**config.mk**
```make
export PLATFORM = sky130hd
export DESIGN_NAME = sd_clock_ctrl
export DESIGN_NICKNAME = d
export VERILOG_FILES = /design/src/rtl/sd_clock_ctrl.sv
export SDC_FILE = /design/constraint.sdc
export NUM_CORES = 1
export LEC_CHECK = 0
export CORE_UTILIZATION = 52
export DETAILED_ROUTE_END_ITERATION = 7
export PLACE_DENSITY = 0.85
export REMOVE_ABC_BUFFERS = 1
export SYNTH_ARGS = -nofsm -noshare
export SYNTH_HDL_FRONTEND = slang
export SYNTH_SLANG_ARGS = --single-unit
```
**constraint.sdc**
```tcl
create_clock -name CLK -period 2.3 [get_ports CLK]
set_input_delay 0.46 -clock CLK [delete_from_list [all_inputs] [get_ports CLK]]
set_output_delay 0.46 -clock CLK [all_outputs]
set_load 0.03 [all_outputs]
```
**src/rtl/sd_clock_ctrl.sv**
```systemverilog
// sd_clock_ctrl: sequences SD clock divider changes so the card clock never
// sees a glitch or runt pulse. Starts at INIT_DIV. Later divider changes are
// taken only while the bus is idle. The card clock is gated off while the
// clock is low, the divider is reloaded, and the clock is re-enabled after it
// has settled.
//
// Ports:
//   CLK        system clock, rising edge
//   RST        asynchronous active-high reset
//   REQ_VALID  divider change request, held until accepted
//   REQ_DIV    requested divider, stable while REQ_VALID
//   REQ_READY  request accepted on an edge where REQ_VALID & REQ_READY
//              (combinational)
//   BUS_BUSY   transfer in progress; blocks acceptance
//   SD_CLK_IN  divider output fed back, synchronous to CLK
//   DIVIDER    divider value driven to the clock divider
//   DIV_RST    clock divider reset (divider output held low)
//   CLK_EN     card clock gate enable
//   DONE       one-cycle pulse: requested divider active, card clock running
module sd_clock_ctrl #(
   parameter logic [7:0] INIT_DIV     = 8'd124,
   parameter logic [7:0] SETTLE_EDGES = 8'd8
) (
   input  logic       CLK,
   input  logic       RST,
   input  logic       REQ_VALID,
   input  logic [7:0] REQ_DIV,
   output logic       REQ_READY,
   input  logic       BUS_BUSY,
   input  logic       SD_CLK_IN,
   output logic [7:0] DIVIDER,
   output logic       DIV_RST,
   output logic       CLK_EN,
   output logic       DONE
);

   localparam int unsigned DIV_W = 8;
   localparam logic [DIV_W-1:0] CNT_MAX = '1;

   typedef enum logic [2:0] {
      S_INIT,
      S_RUN,
      S_DRAIN,
      S_LOAD,
      S_SETTLE
   } state_t;

   state_t            state;
   state_t            state_nxt;
   logic [DIV_W-1:0]  pending;
   logic [DIV_W-1:0]  pending_nxt;
   logic [DIV_W-1:0]  count;
   logic [DIV_W-1:0]  count_nxt;
   logic [DIV_W-1:0]  divider_nxt;
   logic              div_rst_nxt;
   logic              clk_en_nxt;
   logic              done_nxt;
   logic              sd_prev;
   logic              sd_rise;
   logic              settled;
   logic              take;

   // Rising edge of the fed-back SD clock, and "settled and clock low" point.
   assign sd_rise = !sd_prev && SD_CLK_IN;
   assign settled = (count >= SETTLE_EDGES) && !SD_CLK_IN;
   assign take    = REQ_VALID && !BUS_BUSY;

   // State register.
   always_ff @(posedge CLK or posedge RST) begin
      if (RST) state <= S_INIT;
      else     state <= state_nxt;
   end

   // Next-state logic.
   always_comb begin
      state_nxt = state;
      case (state)
         S_INIT:   state_nxt = S_SETTLE;
         S_RUN:    if (take && (REQ_DIV != DIVIDER)) state_nxt = S_DRAIN;
         S_DRAIN:  if (!SD_CLK_IN) state_nxt = S_LOAD;
         S_LOAD:   state_nxt = S_SETTLE;
         S_SETTLE: if (settled) state_nxt = S_RUN;
         default:  state_nxt = S_INIT;
      endcase
   end

   // Output logic: ready strobe plus next values of the registered outputs.
   always_comb begin
      REQ_READY   = 1'b0;
      divider_nxt = DIVIDER;
      div_rst_nxt = DIV_RST;
      clk_en_nxt  = CLK_EN;
      done_nxt    = 1'b0;
      pending_nxt = pending;
      count_nxt   = count;
      case (state)
         S_INIT: div_rst_nxt = 1'b0;
         S_RUN: begin
            REQ_READY = !BUS_BUSY;
            if (take) begin
               // Same divider: nothing to reload, acknowledge immediately.
               if (REQ_DIV == DIVIDER) done_nxt    = 1'b1;
               else                    pending_nxt = REQ_DIV;
            end
         end
         S_DRAIN: begin
            // Gate off and reload only while the card clock is low.
            if (!SD_CLK_IN) begin
               clk_en_nxt  = 1'b0;
               divider_nxt = pending;
               div_rst_nxt = 1'b1;
            end
         end
         S_LOAD: begin
            div_rst_nxt = 1'b0;
            count_nxt   = '0;
         end
         S_SETTLE: begin
            if (sd_rise && (count != CNT_MAX)) count_nxt = count + DIV_W'(1);
            if (settled) begin
               clk_en_nxt = 1'b1;
               done_nxt   = 1'b1;
            end
         end
         default: ;
      endcase
   end

   // Datapath and output registers.
   always_ff @(posedge CLK or posedge RST) begin
      if (RST) begin
         DIVIDER <= INIT_DIV;
         DIV_RST <= 1'b1;
         CLK_EN  <= 1'b0;
         DONE    <= 1'b0;
         pending <= INIT_DIV;
         count   <= '0;
         sd_prev <= 1'b0;
      end else begin
         DIVIDER <= divider_nxt;
         DIV_RST <= div_rst_nxt;
         CLK_EN  <= clk_en_nxt;
         DONE    <= done_nxt;
         pending <= pending_nxt;
         count   <= count_nxt;
         sd_prev <= SD_CLK_IN;
      end
   end

endmodule

```
# After elaboration in Yosys (flattened, before gate mapping)
# Cells that the tools add are included.
# word_totals
input_bits,13
word_cells,58
output_inout_bits,12
regBits,31
# op_classes
muxes,16
n_reduce_logical,19
n_bitwise,2
n_lt_le_gt_ge,1
n_addsub,1
eq_ne,11
# ops
cell,count
$pmux 8 s2,1
$pmux 3 s4,1
$mux 3,3
$reduce_and 3->1,3
$add 8x1->8 const B,1
$eq 8x8->1,1
$ge 8x4->1 const B,1
$mux 8,1
$ne 2x2->1 const B,4
$ne 8x8->1,1
$ne 8x8->1 const B,1
$mux 1,7
$eq 3x2->1 const B,2
$pmux 1 s2,3
$reduce_and 2->1,3
$reduce_bool 2->1,3
$logic_and 1x1->1,5
$eq 3x1->1 const B,1
$eq 3x3->1 const B,1
$logic_not 1->1,3
$logic_not 3->1,1
$not 1->1,2
$reduce_or 2->1,1

# Depth between registers and ports, before layout
# Gate-level depths: netlist (run 1).
# logic_depth
ltp_word,5
depth_mapped,7
mapped_depth_nobuf,5

# Least setup slack after synthesis (run 1)
# OpenSTA, ideal clock, no wires.
# synth_path
kind,register -> register
startpoint,reg state[2]
endpoint,reg pending[0]
path_stages_with_launch,6
arrival_ns,1.934
synth_period_minus_slack_ns,2.059
required_ns,2.175
setup_ns,0.125
slack_ns,0.241
path_buffers,1
path_cell_list,dfrtp_1 -> buf_2 -> or3b_2 -> or2_2 -> a21oi_2 -> mux2_2
# synth_via
elab_chain_len,2
# synth_lines
item,line_no,rtl
from (decl),48,state_t state;
from (signal assigned),71,else state <= state_nxt;
$eq 3x1->1,96,case (state)
$reduce_and 3->1 (no line),n/a,
to (signal assigned),144,pending <= pending_nxt;
to (decl),50,logic [DIV_W-1:0] pending;
# No other way between the ends.
# A chain may end at the register's enable or synchronous reset.

# Final worst setup path (run 1)
# layout_path
startpoint,reg state[1]
endpoint,out REQ_READY
# layout_via
elab_chain_len,2
# layout_lines
item,line_no,rtl
$eq 3x1->1,96,
$mux 1,96,
to (decl),28,"output logic REQ_READY,"
# No other way between the ends.

==> results.cfg, run 1 <==
[worst_setup_path]
path_depth = 3
cpLargestDelayFamily = simple AND/OR/NAND/NOR gates
crit_chain = or3b_2 > nor2_1 > dlygate4sd2_1
cp-start-kind = flop
cpPeakStageDelay_ns = 0.49
cp_slowest_cell = or3b_2
r2r-start = count[0]
endpoint_kind = primary output
r2r_cells = 5
startpoint = state[1]
critPathMaxFanout = 3
crit_type = flop to primary output
worst-path-buf-inv = 1
cp.required_ns = 1.84
arrival_ns = 1.71

[clocking]
htree_levels = 2
insertion_delay_ns = 0.32
cts_hold_buf = 0
clock_sinks = 31
cts_resized = 1
post_cts_buffers = 0
cts_root_buffer = clkbuf_4
clkTransAtPathRegs_ns = 0.11
cts_tree = done
clk_path_buf_depth = 2
cts_made_buffers = 5

[power_and_ir_drop]
p_leak_nw = 0.840
finalPower_mw = 2.07
p_per_area_nw_per_um2 = 1060
vdd_drop_max_v = 0.000726

[floorplanning]
ios = 25
placementRows = 19
coreArea_um2 = 2810
die_area_um2 = 3250
initial_core_util = 0.560
die_w_um = 57.0
dieHeight_um = 57.0

[timing]
fin_crit_ns = 2.17
hold_viol = 0
worstMarginPinSlew_ns = 0.622
report.final.slew_viol_count = 0
fin_crit_sh = 0.942
setup_viol = 0
max_slew_margin = 0.584
grt_setup_unrepaired = no
worst_slack_ns = 0.134
finClkSkew_ns = 0.0149
fin_tns_setup_ns = 0
fmax_mhz = 462

[cells_and_area]
syn2layout_area_growth_pct = 23.5
seqCellArea_um2 = 790
multi_input_area_um2 = 719
fill_cells = 218
drive_above_1_share = 0.282
num_antenna_cells = 0
num-nets-final = 188

[detailed_routing]
wirelength_um = 3010
vias = 1179
wire_per_inst_um = 14.7
firstDrtPassIters = 4
drtAntennaViolNets = 0
route.met2.wl_um = 1470
drt-met1-wl_um = 1370
route.met3.wl_um = 120
drc = 0
topRoutingLayerUsed = met4
drt_iter0_markers = 61
vias_per_cell = 5.75

[placement]
port_buffers = 24
preCtsSetupSlack_ns = 0.160
dp_hpwl_um = 2190
place.gp.congestion = 0.919

[synthesis]
synthAdderAreaFrac = 0.0159
postSynthCellCount = 137
synth_top_family_by_area = simple AND/OR/NAND/NOR gates
synth_cell_type_count = 38
synth_seq_cells = 31
synth-seq-area-share = 0.502
muxShareOfSynthArea = 0.140
synthTopCellsByArea = dfrtp_1 32%, dfstp_2 18%, mux2_2 11%
synth_compound_area_frac = 0.103
synth_top_area_cell = dfrtp_1
synth-xor-area-share = 0.0446
synth.avg_cell_area_um2 = 11.5
synth-simple-area-share = 0.154
yosys_warnings = 0
synth_top_area_frac = 0.318
synth.cell_area_um2 = 1570

[global_route]
grt_pass1_wl_um = 5200
first_global_vias = 1236
overflow = 0
grt_max_degree = 32
antenna_found_initial = 0
grtUsageTotal = 0.207

[run]
drv_cap = 0

[outcome]
status = complete, no violations

[worst_hold_path]
min_path_type = input port to asynchronous set/reset pin
[metal layers]
metal,track usage,vias up
li1,-,565
met1,0.258,582
met2,0.343,28
met3,0.0612,4
met4,0.0801,0
met5,0,-
[where the power goes]
group	switching (mW)	internal, mW
Combinational	0.416	0.392
Sequential	0.146	0.781
Clock	0.182	0.148
Total	0.744	1.32
[stage by stage]
step	utilization	cells	area, um2	hold WS, ns
2_1_floorplan	-	132	1530	0.475
3_3_place_gp	0.671	197	1880	0.484
3_5_place_dp	0.671	197	1880	0.495
4_1_cts	0.692	205	1940	0.508
5_1_grt	0.692	205	1940	0.527
6_report	0.692	205	1940	0.499
[sequential cells by signal, summed over array words and instances, names as in the netlist]
signal   flops
count        8
DIVIDER      8
DONE         1
pending      8
CLK_EN       1
DIV_RST      1
state        3
sd_prev      1
[placed cells by master (no fill, tap or decap), types with 2 or more instances in the layout]
master,n
clkdlybuf4s50_1,23
ha_1,2
buf_4,10
nand2_1,7
or4_1,2
a21oi_1,4
o21bai_1,2
or2_2,2
nand3_1,7
nor2_1,6
o31ai_1,2
clkbuf_4,5
a22oi_1,2
mux2i_1,4
nand2b_1,2
mux2_2,16
xor2_1,8
or3_1,2
dfrtp_1,20
or2b_1,2
dfstp_2,11
a211o_1,2
nor3b_1,2
o21ai_0,7
nor4_1,2
inv_1,5
[final cells by class]
class	instances	area share
Clock inverter	1	0.00258
Clock buffer	7	0.0284
Timing Repair Buffer	34	0.162
Multi-Input combinational cell	96	0.371
Sequential cell	31	0.407
Tap cell	31	0.0200
Inverter	5	0.00967
[worst paths after layout]
path | end | slack (ns)
setup reg to reg | count[3] | 0.26
hold reg to reg | DIVIDER[1] | 0.50
min in group CLK | DIVIDER[1] | 0.50
setup / recovery | REQ_READY | 0.13
max in group asynchronous | pending[4] | 1.48
hold / removal | DIVIDER[1] | 0.50
[cells by family after synthesis]
family / count (synthesis)
and+or+nand+nor: 42
xor gates and xnor gates: 8
AOI/OAI and AO/OA: 24
muxes: 20
DFF: 31
buffers and inverters: 10
adders and majority gates: 2
[synthesized netlist by cell type]
cell      instances
dfrtp_1          20
mux2_2           16
dfstp_2          11
xor2_1            8
nand2_1           7
nand3_1           7
o21ai_0           7
nor2_1            6
inv_1             5
a21oi_1           4
mux2i_1           4
buf_6             3
a211o_1           2
a22oi_1           2
buf_2             2
ha_1              2
nand2b_1          2
nor3b_1           2
nor4_1            2
o21bai_1          2
o31ai_1           2
or2_2             2
or2b_1            2
or3_1             2
or4_1             2
a2111o_1          1
a211oi_1          1
a21oi_2           1
a31oi_1           1
and2b_1           1
and3_1            1
and4_1            1
nand3b_1          1
nor2b_1           1
nor3_2            1
o311a_1           1
or3b_1            1
or3b_2            1
[worst reg2reg max path: stages, from the launching register on]
cell and delay [ns]:
dfrtp_1 0.44, ha_1 0.27, and4_1 0.26, a211o_1 0.40
or4_1 0.49, o21ai_0 0.10
Power figures use the tool's default switching activity.
==> inputs of run 2 (changes only) <==
--- a/config.mk
+++ b/config.mk
@@ -7,6 +7,7 @@
 export LEC_CHECK = 0
 export CORE_UTILIZATION = 52
 export DETAILED_ROUTE_END_ITERATION = 7
+export GPL_ROUTABILITY_DRIVEN = 0
 export PLACE_DENSITY = 0.85
 export REMOVE_ABC_BUFFERS = 1
 export SYNTH_ARGS = -nofsm -noshare
==> results of run 2 <==
Final layout, timing and power as in run 1 (identical DEF).
